===== src/rtl/des_ct_serializer_if.sv =====
// des_ct_serializer_if: ciphertext word input, byte handshake output and FIFO status bundle
interface des_ct_serializer_if #(parameter int DEPTH = 8);
   logic [63:0]            i_ct;
   logic                   i_ct_dv;
   logic [7:0]             o_byte;
   logic                   o_byte_valid;
   logic                   i_byte_ready;
   logic [$clog2(DEPTH):0] o_level;
   logic                   o_full;
   logic                   o_empty;
   logic                   o_overflow;
   logic                   i_clr_overflow;
   modport slave (
      input  i_ct, i_ct_dv, i_byte_ready, i_clr_overflow,
      output o_byte, o_byte_valid, o_level, o_full, o_empty, o_overflow
   );
   modport master (
      output i_ct, i_ct_dv, i_byte_ready, i_clr_overflow,
      input  o_byte, o_byte_valid, o_level, o_full, o_empty, o_overflow
   );
endinterface


===== src/rtl/des_ct_serializer.sv =====
// des_ct_serializer: buffers 64-bit ciphertext words and streams them out MSB byte first
module des_ct_serializer #(
   parameter int DEPTH = 8
) (
   input logic               i_clk,
   input logic               i_rst,
   des_ct_serializer_if.slave bus
);
   localparam int AW = $clog2(DEPTH);
   logic [63:0]   mem_q [DEPTH];
   logic [AW-1:0] wr_ptr_q, wr_ptr_d, rd_ptr_q, rd_ptr_d;
   logic [AW:0]   count_q, count_d;
   logic [2:0]    idx_q, idx_d;
   logic          ovf_q, ovf_d;
   logic          valid, full, xfer, retire, wr_en, drop;
   logic [63:0]   head;
   logic [5:0]    bsel;
   // Handshake, accept/drop decisions and next-state values
   always_comb begin
      valid    = count_q != '0;
      full     = count_q == (AW+1)'(DEPTH);
      xfer     = valid && bus.i_byte_ready;
      retire   = xfer && idx_q == 3'd7;
      wr_en    = bus.i_ct_dv && (!full || retire);
      drop     = bus.i_ct_dv && !wr_en;
      wr_ptr_d = wr_ptr_q + AW'(wr_en);
      rd_ptr_d = rd_ptr_q + AW'(retire);
      count_d  = count_q + (AW+1)'(wr_en) - (AW+1)'(retire);
      idx_d    = idx_q + 3'(xfer);
      ovf_d    = drop || (ovf_q && !bus.i_clr_overflow);
      head     = mem_q[rd_ptr_q];
      bsel     = 6'd56 - {idx_q, 3'b000};
   end
   // Control state with asynchronous reset
   always_ff @(posedge i_clk or posedge i_rst) begin
      if (i_rst) begin
         wr_ptr_q <= '0;
         rd_ptr_q <= '0;
         count_q  <= '0;
         idx_q    <= '0;
         ovf_q    <= 1'b0;
      end else begin
         wr_ptr_q <= wr_ptr_d;
         rd_ptr_q <= rd_ptr_d;
         count_q  <= count_d;
         idx_q    <= idx_d;
         ovf_q    <= ovf_d;
      end
   end
   // Word storage; a write while full only happens as the head retires, so the head is never clobbered
   always_ff @(posedge i_clk) begin
      if (wr_en) mem_q[wr_ptr_q] <= bus.i_ct;
   end
   assign bus.o_byte       = valid ? head[bsel +: 8] : 8'h00;
   assign bus.o_byte_valid = valid;
   assign bus.o_level      = count_q;
   assign bus.o_full       = full;
   assign bus.o_empty      = !valid;
   assign bus.o_overflow   = ovf_q;
endmodule


===== src/flat_wrapper.sv =====
// flat-port wrapper written by rule: the top's interface ports become plain ports
module des_ct_serializer_flat 
#(
   parameter int DEPTH = 8
)
  (i_clk, i_rst, bus_i_ct, bus_i_ct_dv, bus_i_byte_ready, bus_i_clr_overflow, bus_o_byte, bus_o_byte_valid, bus_o_level, bus_o_full, bus_o_empty, bus_o_overflow);
  des_ct_serializer_if #(.DEPTH(DEPTH)) bus_i ();
  input logic i_clk;
  input logic i_rst;
  input wire logic [$bits(bus_i.i_ct)-1:0] bus_i_ct;
  input wire logic [$bits(bus_i.i_ct_dv)-1:0] bus_i_ct_dv;
  input wire logic [$bits(bus_i.i_byte_ready)-1:0] bus_i_byte_ready;
  input wire logic [$bits(bus_i.i_clr_overflow)-1:0] bus_i_clr_overflow;
  output wire logic [$bits(bus_i.o_byte)-1:0] bus_o_byte;
  output wire logic [$bits(bus_i.o_byte_valid)-1:0] bus_o_byte_valid;
  output wire logic [$bits(bus_i.o_level)-1:0] bus_o_level;
  output wire logic [$bits(bus_i.o_full)-1:0] bus_o_full;
  output wire logic [$bits(bus_i.o_empty)-1:0] bus_o_empty;
  output wire logic [$bits(bus_i.o_overflow)-1:0] bus_o_overflow;
  assign bus_i.i_ct = bus_i_ct;
  assign bus_i.i_ct_dv = bus_i_ct_dv;
  assign bus_i.i_byte_ready = bus_i_byte_ready;
  assign bus_i.i_clr_overflow = bus_i_clr_overflow;
  assign bus_o_byte = bus_i.o_byte;
  assign bus_o_byte_valid = bus_i.o_byte_valid;
  assign bus_o_level = bus_i.o_level;
  assign bus_o_full = bus_i.o_full;
  assign bus_o_empty = bus_i.o_empty;
  assign bus_o_overflow = bus_i.o_overflow;
  des_ct_serializer #(.DEPTH(DEPTH)) u_core (.i_clk(i_clk), .i_rst(i_rst), .bus(bus_i));
endmodule

===== config.mk =====
export PLATFORM = sky130hd
export DESIGN_NAME = des_ct_serializer_flat
export DESIGN_NICKNAME = d
export VERILOG_FILES = /design/src/rtl/des_ct_serializer_if.sv /design/src/rtl/des_ct_serializer.sv /design/src/flat_wrapper.sv
export SDC_FILE = /design/constraint.sdc
export NUM_CORES = 1
export LEC_CHECK = 0
export CORE_MARGIN = 1
export CORE_UTILIZATION = 35
export DETAILED_ROUTE_END_ITERATION = 6
export SYNTH_ARGS = -nofsm -noshare
export SYNTH_HDL_FRONTEND = slang
export SYNTH_SLANG_ARGS = --single-unit

===== constraint.sdc =====
create_clock -name i_clk -period 14.7 [get_ports i_clk]
set_clock_uncertainty 0.05 [all_clocks]
set_input_delay 1.47 -clock i_clk [delete_from_list [all_inputs] [get_ports i_clk]]
set_output_delay 1.47 -clock i_clk [all_outputs]
set_load 0.005 [all_outputs]

**Word-level counts from Yosys, hierarchy flattened**

Memories as Yosys holds them, arrays and structs flattened.
Cells that the tools add are included.

- Register bits after elaboration: 14
- Bits in latches: 0
- RAM bits: 512
- Memory bits (read-only): 0
- Bits of input ports: 69
- Memories: 1

Memories:

| name | words | bits a word | read ports | clocked after memory_dff | wr ports | line | source |
|---|---|---|---|---|---|---|---|
| u_core.mem_q | 8 | 64 | 1 | 0 | 1 | des_ct_serializer.sv:10 | `logic [63:0] mem_q [DEPTH];` |

- Add/subtract/negate cells: 6
- Multipliers: 0
- Div/mod/pow operators: 0
- Order comparisons: 0
- Eq/ne operators: 2
- Shift operators: 1
- Muxes and demuxes: 3
- Bitwise logic cells: 0
- Reductions and logical operators: 12

Operator list:

| operator | number |
|---|---|
| 64-bit by 7-bit indexed part select with 8-bit output | 1 |
| 3-bit by 1-bit adder with 3-bit output | 3 |
| 8-bit two-way mux | 1 |
| 6-bit subtractor, first input constant | 1 |
| 1-bit logical AND | 5 |
| 4-bit by 1-bit adder with 4-bit output | 1 |
| 4-bit equality test, second input constant | 1 |
| 1-bit logical NOT | 4 |
| 4-bit nonzero test | 1 |
| 4-bit by 1-bit subtractor with 4-bit output | 1 |
| 3-bit equality test, second input constant | 1 |
| 1-bit logical OR | 2 |
| 1-bit two-way mux | 2 |

**Depth between registers and ports, before layout**

- Depth after elaboration: 8
- Mapped depth: 11
- Gate-level depth less buffers: 10

**Least setup slack after synthesis**

OpenSTA, ideal clock, no wires.

- Path kind: in2reg
- Start point: input port bus_i_byte_ready
- End point: memory u_core.mem_q[1][0], enable pin
- Library setup time: 565 ps
- Data arrival time: 6489 ps
- Data required time: 14085 ps
- Slack: 7596 ps
- Stages: 4
- Buffers on the path: 0
- Cell sequence: nand3_1 a21boi_0 nand2_1 nor3_1

- Word-level cells in the longest chain between the ends: 6

RTL lines:

| element | line | source |
|---|---|---|
| start, declared | flat_wrapper.sv:12 | `input wire logic [$bits(bus_i.i_byte_ready)-1:0] bus_i_byte_ready;` |
| 1-bit logical AND | des_ct_serializer.sv:22 | `xfer = valid && bus.i_byte_ready;` |
| 1-bit logical AND | des_ct_serializer.sv:23 | `retire = xfer && idx_q == 3'd7;` |
| 1-bit logical OR | des_ct_serializer.sv:24 | `wr_en = bus.i_ct_dv && (!full \|\| retire);` |
| 1-bit logical AND | des_ct_serializer.sv:24 |  |
| 1-bit two-way mux | des_ct_serializer.sv:52 | `if (wr_en) mem_q[wr_ptr_q] <= bus.i_ct;` |
| 1-bit two-way mux (not written as such) | des_ct_serializer.sv:52 |  |
| end, declared | des_ct_serializer.sv:10 |  |

Every way passes these cells.

**Worst setup path in the final report**

- Start point: register u_core.rd_ptr_q[1]
- End point: output port bus_o_byte[4]

- Word-level cells in the longest chain between the ends: 3

RTL lines:

| element | line | source |
|---|---|---|
| start, declared | des_ct_serializer.sv:11 | `logic [AW-1:0] wr_ptr_q, wr_ptr_d, rd_ptr_q, rd_ptr_d;` |
| start signal, assigned | des_ct_serializer.sv:44 | `rd_ptr_q <= rd_ptr_d;` |
| memory read 8 x 64 bit | - |  |
| 64-bit by 7-bit indexed part select with 8-bit output | des_ct_serializer.sv:54 | `assign bus.o_byte = valid ? head[bsel +: 8] : 8'h00;` |
| 8-bit two-way mux | des_ct_serializer.sv:54 |  |
| end, declared | flat_wrapper.sv:14 | `output wire logic [$bits(bus_i.o_byte)-1:0] bus_o_byte;` |

Every way passes these cells.

==> results.json <==
{
  "synth_cell_types": 50,
  "grt_max_degree": 60,
  "root_buffer": "clkbuf_16",
  "drc": 0,
  "cts_hold_buf": 0,
  "min-delay-start": "u_core.bus.o_overflow$_DFF_PP0_",
  "vias_per_cell": 5.166,
  "grtUsageTotal_pct": 15.39,
  "timing.hold.ws_ns": 0.4841,
  "grt-ovfl-total": 0,
  "slew_violations": 0,
  "coreArea_um2": 57810,
  "r2r_end": "u_core.mem_q[3][26]$_DFFE_PP_",
  "antenna_found_initial": 4,
  "place_congestion": 0.7490,
  "min_to": "u_core.bus.o_overflow$_DFF_PP0_",
  "power_mw": 4.626,
  "cp_data_required_time_ns": 13.18,
  "die_y_um": 244.0,
  "synth_edf_count": 512,
  "initialDrtViolationCount": 896,
  "use_met3_pct": 2.963,
  "hp-class": "flip-flop to flip-flop",
  "crit_path_top_delay_cell": "buf_4",
  "die_x_um": 244.0,
  "finalSetupViolations": 0,
  "synth_top_area_share_pct": 75.00,
  "startpoint": "u_core.rd_ptr_q[1]$_DFF_PP0_",
  "r2r_cells": 6,
  "vias": 9878,
  "clockBufferDepth": 3,
  "place_area_um2": 22170,
  "tritoncts": "yes",
  "crit_path_max_fanout": 59,
  "synth_top_cell_by_area": "edfxtp_1",
  "hpwl_mm": 24.70,
  "power_density_nw_per_um2": 194.2,
  "ant_nets": 0,
  "htree_levels": 2,
  "wirelength_mm": 45.11,
  "max_stage_delay_ns": 0.87,
  "cts_resized": 0,
  "io_pins": 85,
  "slew_headroom_pct": 30.17,
  "ys_seq_elements": 526,
  "worst_ep_arrival_time_ns": 4.97,
  "dp_cells": 1818,
  "synthToLayoutAreaGrowth_pct": 16.23,
  "min_period_ns": 6.487,
  "rr_startpoint": "u_core.idx_q[1]$_DFF_PP0_",
  "holdPathStages": 2,
  "worstSkewPairLatency_ns": 0.59,
  "synth.area.top_cells": "edfxtp_1 (75%), mux4_2 (7.0%), mux2i_1 (6.8%)",
  "nets": 1187,
  "seq_area_um2": 15740,
  "setup-tns-final_ns": 0,
  "path_cells": "buf_4 > buf_4 > mux2i_1 > a22o_1 > a2111oi_2 > a311oi_1 > o31ai_1 > clkdlybuf4s50_1",
  "final_cell_mix": "edfxtp_1 (512), mux2i_1 (139), clkdlybuf4s50_1 (84)",
  "synthesis.area_um2": 20500,
  "use_met1_pct": 20.75,
  "wl_per_cell_um": 23.59,
  "seq_area_frac_synth_pct": 76.71,
  "timing_worst_slew_pin_value_ns": 1.045,
  "num_rows": 88,
  "final_cells": 1912,
  "ys.flop_type": "edfxtp_1",
  "synthCells": 1004,
  "first_pass_iters": 5,
  "ir_drop_mv": 0.08660,
  "grt_busiest_layer": "met2",
  "cp-start-kind": "flip-flop",
  "ys_warn_count": 0,
  "critPathCaptureType": "primary output",
  "rsz0062_at_grt": "false",
  "multi_input_area_um2": 4461,
  "finalHoldViolCount": 0,
  "post_cts_buffers": 0,
  "initial_core_util_pct": 35.46,
  "cap_violations": 0,
  "grt_pass1_vias": 10300,
  "drive_gt1_share_pct": 14.91,
  "io_buffers": 84,
  "period_share_pct": 44.13,
  "syn-num-nets": 1084,
  "met2_usage_pct": 25.08,
  "final_area_um2": 23830,
  "numCtsBuffers": 52,
  "ff2ff_setup_slack_ns": 10.32,
  "grt_pass1_wl_mm": 67.74,
  "syn_area_per_cell_um2": 20.42,
  "critPathMostFrequentCell": "buf_4",
  "fmax_mhz": 154.2,
  "path_class": "flip-flop to primary output",
  "leakagePower_nw": 7.690,
  "diodes": 0,
  "run_status": "finished clean",
  "async_flop_share_pct": 2.662,
  "path_clk_slew_ns": 0.06,
  "clock-sinks": 526,
  "layout_commonest_cell": "edfxtp_1",
  "die_area_um2": 59540,
  "nFillCells": 5045
}
==> worst max path at each step <==
stage / to / slack [ns]
final: bus_o_byte[4] / 8.21
after global routing: bus_o_byte[4] / 7.90
after CTS: bus_o_byte[4] / 8.10
after detailed placement: bus_o_byte[4] / 8.76
after global placement: bus_o_byte[4] / 8.78
after floorplan: u_core.mem_q[1][0]$_DFFE_PP_ / 7.60
==> flip-flops by register name, summed over array words and instances (netlist names) <==
| signal | cells |
|---|---|
| u_core.bus.o_level | 4 |
| u_core.bus.o_overflow | 1 |
| u_core.idx_q | 3 |
| u_core.mem_q | 512 |
| u_core.rd_ptr_q | 3 |
| u_core.wr_ptr_q | 3 |
==> power breakdown <==
| part | total [mW] | leakage (nW) | switching (mW) | internal (mW) |
|---|---|---|---|---|
| Combinational | 1.30 | 2.07 | 0.748 | 0.552 |
| Clock | 1.30 | 0.811 | 0.549 | 0.753 |
| Sequential | 2.02 | 4.81 | 0.132 | 1.89 |
| Total | 4.63 | 7.69 | 1.43 | 3.20 |
==> worst max-delay path, delay by kind of cell, from the launching register on <==
family / cells / cell delay, ns
flip-flops: 1 / 0.74
multiplexers: 1 / 0.17
buffers and inverters: 3 / 2.25
AO/OA/AOI/OAI: 4 / 1.13
==> metal layers <==
metal,wire [um],vias to the layer above
met5,47,-
met3,2187,79
met1,20040,5185
li1,-,4393
met4,1143,8
met2,21690,213
==> metrics by stage <==
stage | utilization, % | worst slack (ns)
2_1_floorplan | - | 7.596
5_1_grt | 41.22 | 7.900
6_report | 41.22 | 8.213
3_3_place_gp | 38.35 | 8.776
4_1_cts | 41.22 | 8.100
3_5_place_dp | 38.35 | 8.755
==> cell families after synthesis <==
| family | Yosys count | share of synthesized area [%] |
|---|---|---|
| adders and majority gates | 11 | 0.7081 |
| xor gates and xnor gates | 6 | 0.2564 |
| and+or+nand+nor | 71 | 1.807 |
| muxes | 203 | 13.82 |
| buffers and inverters | 61 | 1.807 |
| DFF | 526 | 76.71 |
| AOI/OAI and AO/OA | 126 | 4.889 |
==> Yosys cell counts (2+ instances only) <==
master	instances
o2111ai_1	3
ha_1	10
buf_2	19
nor2_1	8
mux2i_1	139
nand3_1	15
mux4_2	64
o311a_1	4
and3_1	2
buf_6	6
edfxtp_1	512
clkbuf_1	13
a311o_1	4
nand2_1	17
nand2b_1	4
a2111oi_2	2
inv_1	6
dfrtp_1	14
a32o_1	4
o31ai_1	4
o211ai_1	5
and2_1	3
a311oi_1	4
xor2_1	5
nor3_1	2
a22o_1	16
nor2b_1	12
a221oi_1	3
buf_4	15
o22ai_1	8
a22oi_1	40
a21oi_1	7
a2111oi_0	6
a211oi_1	12
==> layout make-up <==
class,count,share of cell area [%]
sequential,526,66.04
tap,765,4.017
inverter,6,0.09453
clock inverter,33,1.360
timing repair buffer,104,4.159
multi-input combinational,417,18.72
clock buffer,61,5.603
(Power assumes the default switching activity.)
